## src/rtl/rst_seq_ctrl.sv

```systemverilog
// Reset sequencer: asserts NUM_CH active-low channel resets at once, then releases
// them one at a time after a synchronised, stretched master-reset deassertion.
module rst_seq_ctrl #(
    parameter int NUM_CH      = 4,
    parameter int SYNC_STAGES = 2,
    parameter int STRETCH     = 8,
    parameter int GAP         = 4
) (
    input  logic              clk,
    input  logic              rst,
    input  logic              sw_rst_req,
    input  logic [NUM_CH-1:0] hold,
    output logic [NUM_CH-1:0] rst_n_out,
    output logic              busy,
    output logic              seq_done,
    output logic [1:0]        dbg_state
);

    localparam int MAX_CNT = (STRETCH > GAP) ? STRETCH : GAP;
    localparam int CNT_W   = $clog2(MAX_CNT) + 1;
    localparam int IDX_W   = (NUM_CH > 1) ? $clog2(NUM_CH) : 1;

    localparam logic [1:0] S_ASSERT  = 2'd0;
    localparam logic [1:0] S_RELEASE = 2'd1;
    localparam logic [1:0] S_DONE    = 2'd2;

    logic [SYNC_STAGES-1:0] r_sync;
    logic [1:0]             r_state;
    logic [CNT_W-1:0]       r_cnt;
    logic [IDX_W-1:0]       r_idx;
    logic [NUM_CH-1:0]      r_rst_n;
    logic                   r_busy;
    logic                   r_done;

    logic                   w_rst_sync;
    logic                   w_hold_idx;
    logic                   w_last;
    logic                   w_due;
    logic                   w_counting;

    always_ff @(posedge clk or posedge rst) begin
        if (rst) begin
            r_sync <= '1;
        end else begin
            r_sync <= {r_sync[SYNC_STAGES-2:0], 1'b0};
        end
    end

    assign w_rst_sync = r_sync[SYNC_STAGES-1];
    assign w_hold_idx = hold[r_idx];
    assign w_last     = (r_idx == IDX_W'(NUM_CH - 1));

    // r_cnt holds the number of edges already spent in the current wait, so a
    // channel is due on the edge where r_cnt reaches STRETCH (first) or GAP.
    always_comb begin
        w_due      = 1'b0;
        w_counting = 1'b0;
        case (r_state)
            S_ASSERT: begin
                w_counting = !w_rst_sync;
                w_due      = !w_rst_sync && (r_cnt == CNT_W'(STRETCH));
            end
            S_RELEASE: begin
                w_counting = 1'b1;
                w_due      = (r_cnt == CNT_W'(GAP));
            end
            default: begin
                w_counting = 1'b0;
                w_due      = 1'b0;
            end
        endcase
    end

    always_ff @(posedge clk or posedge rst) begin
        if (rst) begin
            r_state <= S_ASSERT;
            r_cnt   <= '0;
            r_idx   <= '0;
            r_rst_n <= '0;
            r_busy  <= 1'b1;
            r_done  <= 1'b0;
        end else if (sw_rst_req) begin
            // The request edge itself counts as the first stretch cycle.
            r_state <= S_ASSERT;
            r_cnt   <= w_rst_sync ? CNT_W'(0) : CNT_W'(1);
            r_idx   <= '0;
            r_rst_n <= '0;
            r_busy  <= 1'b1;
            r_done  <= 1'b0;
        end else if (r_state == S_DONE) begin
            r_rst_n <= ~hold;
            r_busy  <= |hold;
        end else if (w_due) begin
            // A held channel stalls the sequence with the counter frozen.
            if (!w_hold_idx) begin
                r_rst_n[r_idx] <= 1'b1;
                r_cnt          <= CNT_W'(1);
                if (w_last) begin
                    r_state <= S_DONE;
                    r_busy  <= 1'b0;
                    r_done  <= 1'b1;
                end else begin
                    r_state <= S_RELEASE;
                    r_idx   <= r_idx + IDX_W'(1);
                end
            end
        end else if (w_counting) begin
            r_cnt <= r_cnt + CNT_W'(1);
        end
    end

    assign rst_n_out = r_rst_n;
    assign busy      = r_busy;
    assign seq_done  = r_done;
    assign dbg_state = r_state;

endmodule

```

## config.mk

```make
export PLATFORM = sky130hd
export DESIGN_NAME = rst_seq_ctrl
export DESIGN_NICKNAME = d
export VERILOG_FILES = /design/src/rtl/rst_seq_ctrl.sv
export SDC_FILE = /design/constraint.sdc
export NUM_CORES = 1
export LEC_CHECK = 0
export CAP_MARGIN = 25
export CORE_MARGIN = 8
export CORE_UTILIZATION = 50
export CTS_CLUSTER_DIAMETER = 50
export DETAILED_ROUTE_END_ITERATION = 7
export GPL_TIMING_DRIVEN = 0
export PLACE_DENSITY_LB_ADDON = 0.25
export SYNTH_ARGS = -nofsm -noshare
export SYNTH_HDL_FRONTEND = slang
export SYNTH_SLANG_ARGS = --single-unit
```

## constraint.sdc

```tcl
create_clock -name clk -period 3.51 [get_ports clk]
set_input_delay 1.053 -clock clk [delete_from_list [all_inputs] [get_ports clk]]
set_output_delay 1.053 -clock clk [all_outputs]
set_load 0.05 [all_outputs]
```

# Yosys cells after proc, flatten, opt, wreduce, memory -nomap -nowiden
# Index checks and enable logic that the tools add are counted.
# W data, S select, Z words.
# totals
register_bits	16
out_inout_bits	8
word_cells	75
# op_classes
add_sub_neg	2
magnitude_cmp	2
eq_ne	10
n_mux	36
bitwise	2
n_reduce_logical	16
# op_table
cell	count
$mux W4	9
$mux W2	10
$mux W1	13
$reduce_and A3 Y1	3
$reduce_bool A3 Y1	3
$reduce_and A4 Y1	2
$ne A2 B2 Y1 const B	3
$add A4 B1 Y4 const B	1
$eq A2 B2 Y1 const B	2
$eq A4 B3 Y1 const B	1
$eq A4 B4 Y1 const B	1
$not A4 Y4	1
$or A4 B4 Y4	1
$pmux W1 S2	2
$reduce_bool A2 Y1	2
$reduce_or A4 Y1	1
$lt A2 B3 Y1 const B	1
$ne A3 B2 Y1 const B	1
$ne A3 B3 Y1 const B	1
$add A2 B1 Y2 const B	1
$bmux W1 S2	1
$demux W1 S2	1
$eq A2 B1 Y1 const B	1
$ge A2 B1 Y1 const B	1
other kinds (4)	5

# Logic depth before layout (Yosys ltp)
# depth
depth_word	9
mapped_depth	6
ltp_nobuf	6

# Least setup slack after synthesis
# Ideal clock, no wire load.
# synth_path
path_kind	input port to flip-flop
from	input hold[3]
to	register r_busy (netlist: busy)
setup_ns	0.088
arrival_ns	2.245
path_slack_ns	1.176
path_stages	4
path_cell_list	mux4_2 a2111o_1 a211oi_2 a31oi_1
# synth_between
elab_chain_cells	4
elab_cells_between_ends	7
classes_between	eq/ne (1); mux (4); reduce/logical (2)
# synth_lines
item	line_no	rtl
from (decl)	12	input logic [NUM_CH-1:0] hold,
$bmux W1 S2	50	assign w_hold_idx = hold[r_idx];
$mux W1 (implied by the code)	50	
$ne A3 B2 Y1 (no line)	-	
$reduce_and A3 Y1 (no line)	-	
to (signal assigned)	92	r_busy <= |hold;
to (decl)	32	logic r_busy;
# Parallel ways exist; a longest one is shown, timed or not. The select of a mux whose other input is x is not followed.
# A chain may end at the register's enable or synchronous reset.

# Worst setup path in the final report
# layout_path
from	register r_busy (netlist: busy)
to	output busy
# layout_rtl
item	line_no	rtl
to (decl)	14	output logic busy,
# No word-level cell between the ends.

==> flow_metrics.tcl <==
set metrics [dict create \
    htree_num_levels 1 \
    die_h_um 58.7 \
    hold_viol_final 0 \
    antenna_found_initial 0 \
    rr_worst_depth 4 \
    grt_pass1_vias 738 \
    yosys_warnings 0 \
    drt_first_pass_iters 4 \
    dp_hpwl_mm 1.48 \
    vias 694 \
    r2r-end "r_cnt[3]$_DFFE_PP0P_" \
    syn_to_final_growth_pct 20.5 \
    cts_buffers 3 \
    total_power_uw 357 \
    use_met3_pct 3.48 \
    routed_via_density 5.42 \
    met1_usage_pct 15.8 \
    critical_path_class "flop to output pin" \
    timing.hold.ws_ps 368 \
    syn_avg_cell_area_um2 10.6 \
    clk_path_buf_depth 2 \
    rsz0062_at_grt "false" \
    clock.fmax_mhz 373 \
    postSynthCellCount 86 \
    nNetsFinal 117 \
    startpoint_type "flop" \
    cap_viol_max_count 0 \
    worst_pin_slew_ps 584 \
    drive_gt1_share_pct 13.6 \
    critical_path_required_ps 2460 \
    root_buffer "clkbuf_4" \
    hp-class "flop to flop" \
    worstHoldStart "r_sync[0]$_DFF_PP1_" \
    grt_max_degree 17 \
    crit_chain "clkdlybuf4s50_1" \
    busiest_layer "met2" \
    clock_sinks 16 \
    min_period_over_period_pct 76.4 \
    path_clk_slew_ps 100 \
    antenna_left 0 \
    core.rowCount 15 \
    start_util_pct 52.9 \
    syn_nets 99 \
    totalWireLength_mm 1.91 \
    relSlewSlack_pct 61.0 \
    ys_seq_area_share_pct 44.2 \
    worst-path-max-fanout 2 \
    syn_area_um2 913 \
    power_leakage_uw 0.000445 \
    crit_slowest_cell "clkdlybuf4s50_1" \
    pin_count 15 \
    period_needed_ps 2680 \
    die_x_um 58.7 \
    finalWorstSetupSlack_ps 828 \
    antenna_cells 0 \
    cts_tree "done" \
    cts_resized 0 \
    drv_slew 0 \
    slowest_delay_ps 800 \
    place_ws_ps 598 \
    gp_congestion 0.780 \
    drc 0 \
    ys_seq_elements 16 \
    setup_viol 0 \
    ys_types 35 \
    groute.usage.overall_pct 12.1 \
    clock_latency_ps 280 \
    finalSetupTns_ps 0 \
    crit_path_end_kind "output pin" \
    overflow 0 \
    post_cts_buffers 0 \
    hold_depth 0 \
    crit_family "buffers and inverters" \
    cp.arrival_ps 1630 \
    vdd_drop_max_mv 0.213 \
    cp_num_buf_inv 1 \
    fin_skew_ps 5.75 \
    power_density_mw_per_mm2 324 \
    grt_use_met2_pct 19.2 \
    grt_pass1_wl_mm 3.32 \
    dieArea_mm2 0.00345 \
    min_to "r_sync[1]$_DFF_PP1_" \
    wl_per_cell_um 14.9 \
    cts_hold_buf 0 \
    portBuffers 13 \
    r2r_setup_slack_ps 1530 \
    timing.rr.start "dbg_state[0]$_DFFE_PP0P_" \
    core_mm2 0.00173 \
    drt-initial-drc-count 13 \
    outcome "completed" \
]
cells in the final DEF, fill, tap and decap left out, types with 2 or more instances in the layout:
cell type        netlist  routed
dfrtp_1               13      13
clkdlybuf4s50_1        0      13
inv_1                 10      10
a211oi_1               6       6
nor2_1                 6       6
ha_1                   6       6
a21oi_1                4       4
nand2b_1               3       3
clkbuf_1               2       3
dfstp_2                3       3
clkbuf_4               0       3
o21ai_0                2       2
and2_1                 2       2
a221o_1                2       2
nand2_1                2       2
o31ai_1                2       2
mux2i_1                2       2
nand4_1                2       2
worst max path at each step:
stage                          start                to  slack [ps]  cells past startpoint
global route        busy$_DFFE_PP1P_              busy         780                      1
floorplan                    hold[3]  busy$_DFFE_PP1P_        1180                      4
detailed placement           hold[3]  busy$_DFFE_PP1P_         600                      5
global placement             hold[3]  busy$_DFFE_PP1P_         610                      5
CTS                 busy$_DFFE_PP1P_              busy         820                      1
finish              busy$_DFFE_PP1P_              busy         830                      1
registers in the layout, indices dropped and copies added, names as in the netlist:
| register | flops |
|---|---|
| r_sync | 2 |
| busy | 1 |
| dbg_state | 2 |
| rst_n_out | 4 |
| r_cnt | 4 |
| r_idx | 2 |
| seq_done | 1 |
logic make-up after synthesis:
family                     share of synthesized area [%]
and+or+nand+nor                                     15.6
AOI/OAI and AO/OA                                   20.1
DFF                                                 44.2
buffers and inverters                               5.48
adders and majority gates                           8.22
muxes                                               5.89
other                                              0.411
layout make-up:
class / instances / area [um2]
plain buffers: 3 / 12.5
clock buffers: 4 / 26.3
repair buffers: 13 / 130
inverters: 10 / 37.5
multi-input cells: 57 / 459
fillers: 146 / 626
flip-flops and latches: 16 / 404
well taps: 25 / 31.3
metal layers:
layer  wire length (um)  up-vias
met2                949        9
met1                910      339
met3                 47        0
met5                  0        -
li1                   -      346
met4                  0        0
power breakdown:
part | leakage, uW | internal (uW) | switching, uW
clock | 0.0000150 | 44.1 | 57.1
sequential | 0.000209 | 194 | 9.34
combinational | 0.000221 | 24.6 | 28.2
total | 0.000445 | 263 | 94.6
metrics by stage:
stage | area, um2 | cells | util [%]
global route | 1100 | 128 | 63.8
detailed placement | 1070 | 124 | 62.2
CTS | 1100 | 128 | 63.8
floorplan | 913 | 86 | -
finish | 1100 | 128 | 63.8
global placement | 1070 | 124 | 62.2
synthesized netlist by cell type:
library cell  number  share of area [%]
a221oi_2           1                1.6
mux2_2             1                1.2
nand4_1            2                1.4
o31ai_1            2                1.6
nand3b_1           1               0.82
nand2_1            2               0.82
a21oi_1            4                2.2
inv_1             10                4.1
nor4_1             1               0.69
nor4b_1            1               0.96
nand2b_1           3                2.1
clkbuf_1           2               0.82
and2b_2            1               0.96
a211oi_1           6                4.9
mux2i_1            2                2.2
ha_1               6                8.2
nand3_1            1               0.55
a31oi_1            1               0.69
o21ai_0            2                1.1
dfrtp_1           13                 36
a221o_1            2                2.2
mux4_2             1                2.5
and2_1             2                1.4
a2111o_1           1                1.2
buf_2              1               0.55
nor2b_1            1               0.69
a211oi_4           1                2.2
nor2_1             6                2.5
a22o_1             1               0.96
dfstp_2            3                8.6
nor3b_1            1               0.82
or4b_4             1                1.5
a211oi_2           1                1.4
conb_1             1               0.41
nor3_1             1               0.55
Note: power is estimated with default switching activity, not from simulation.
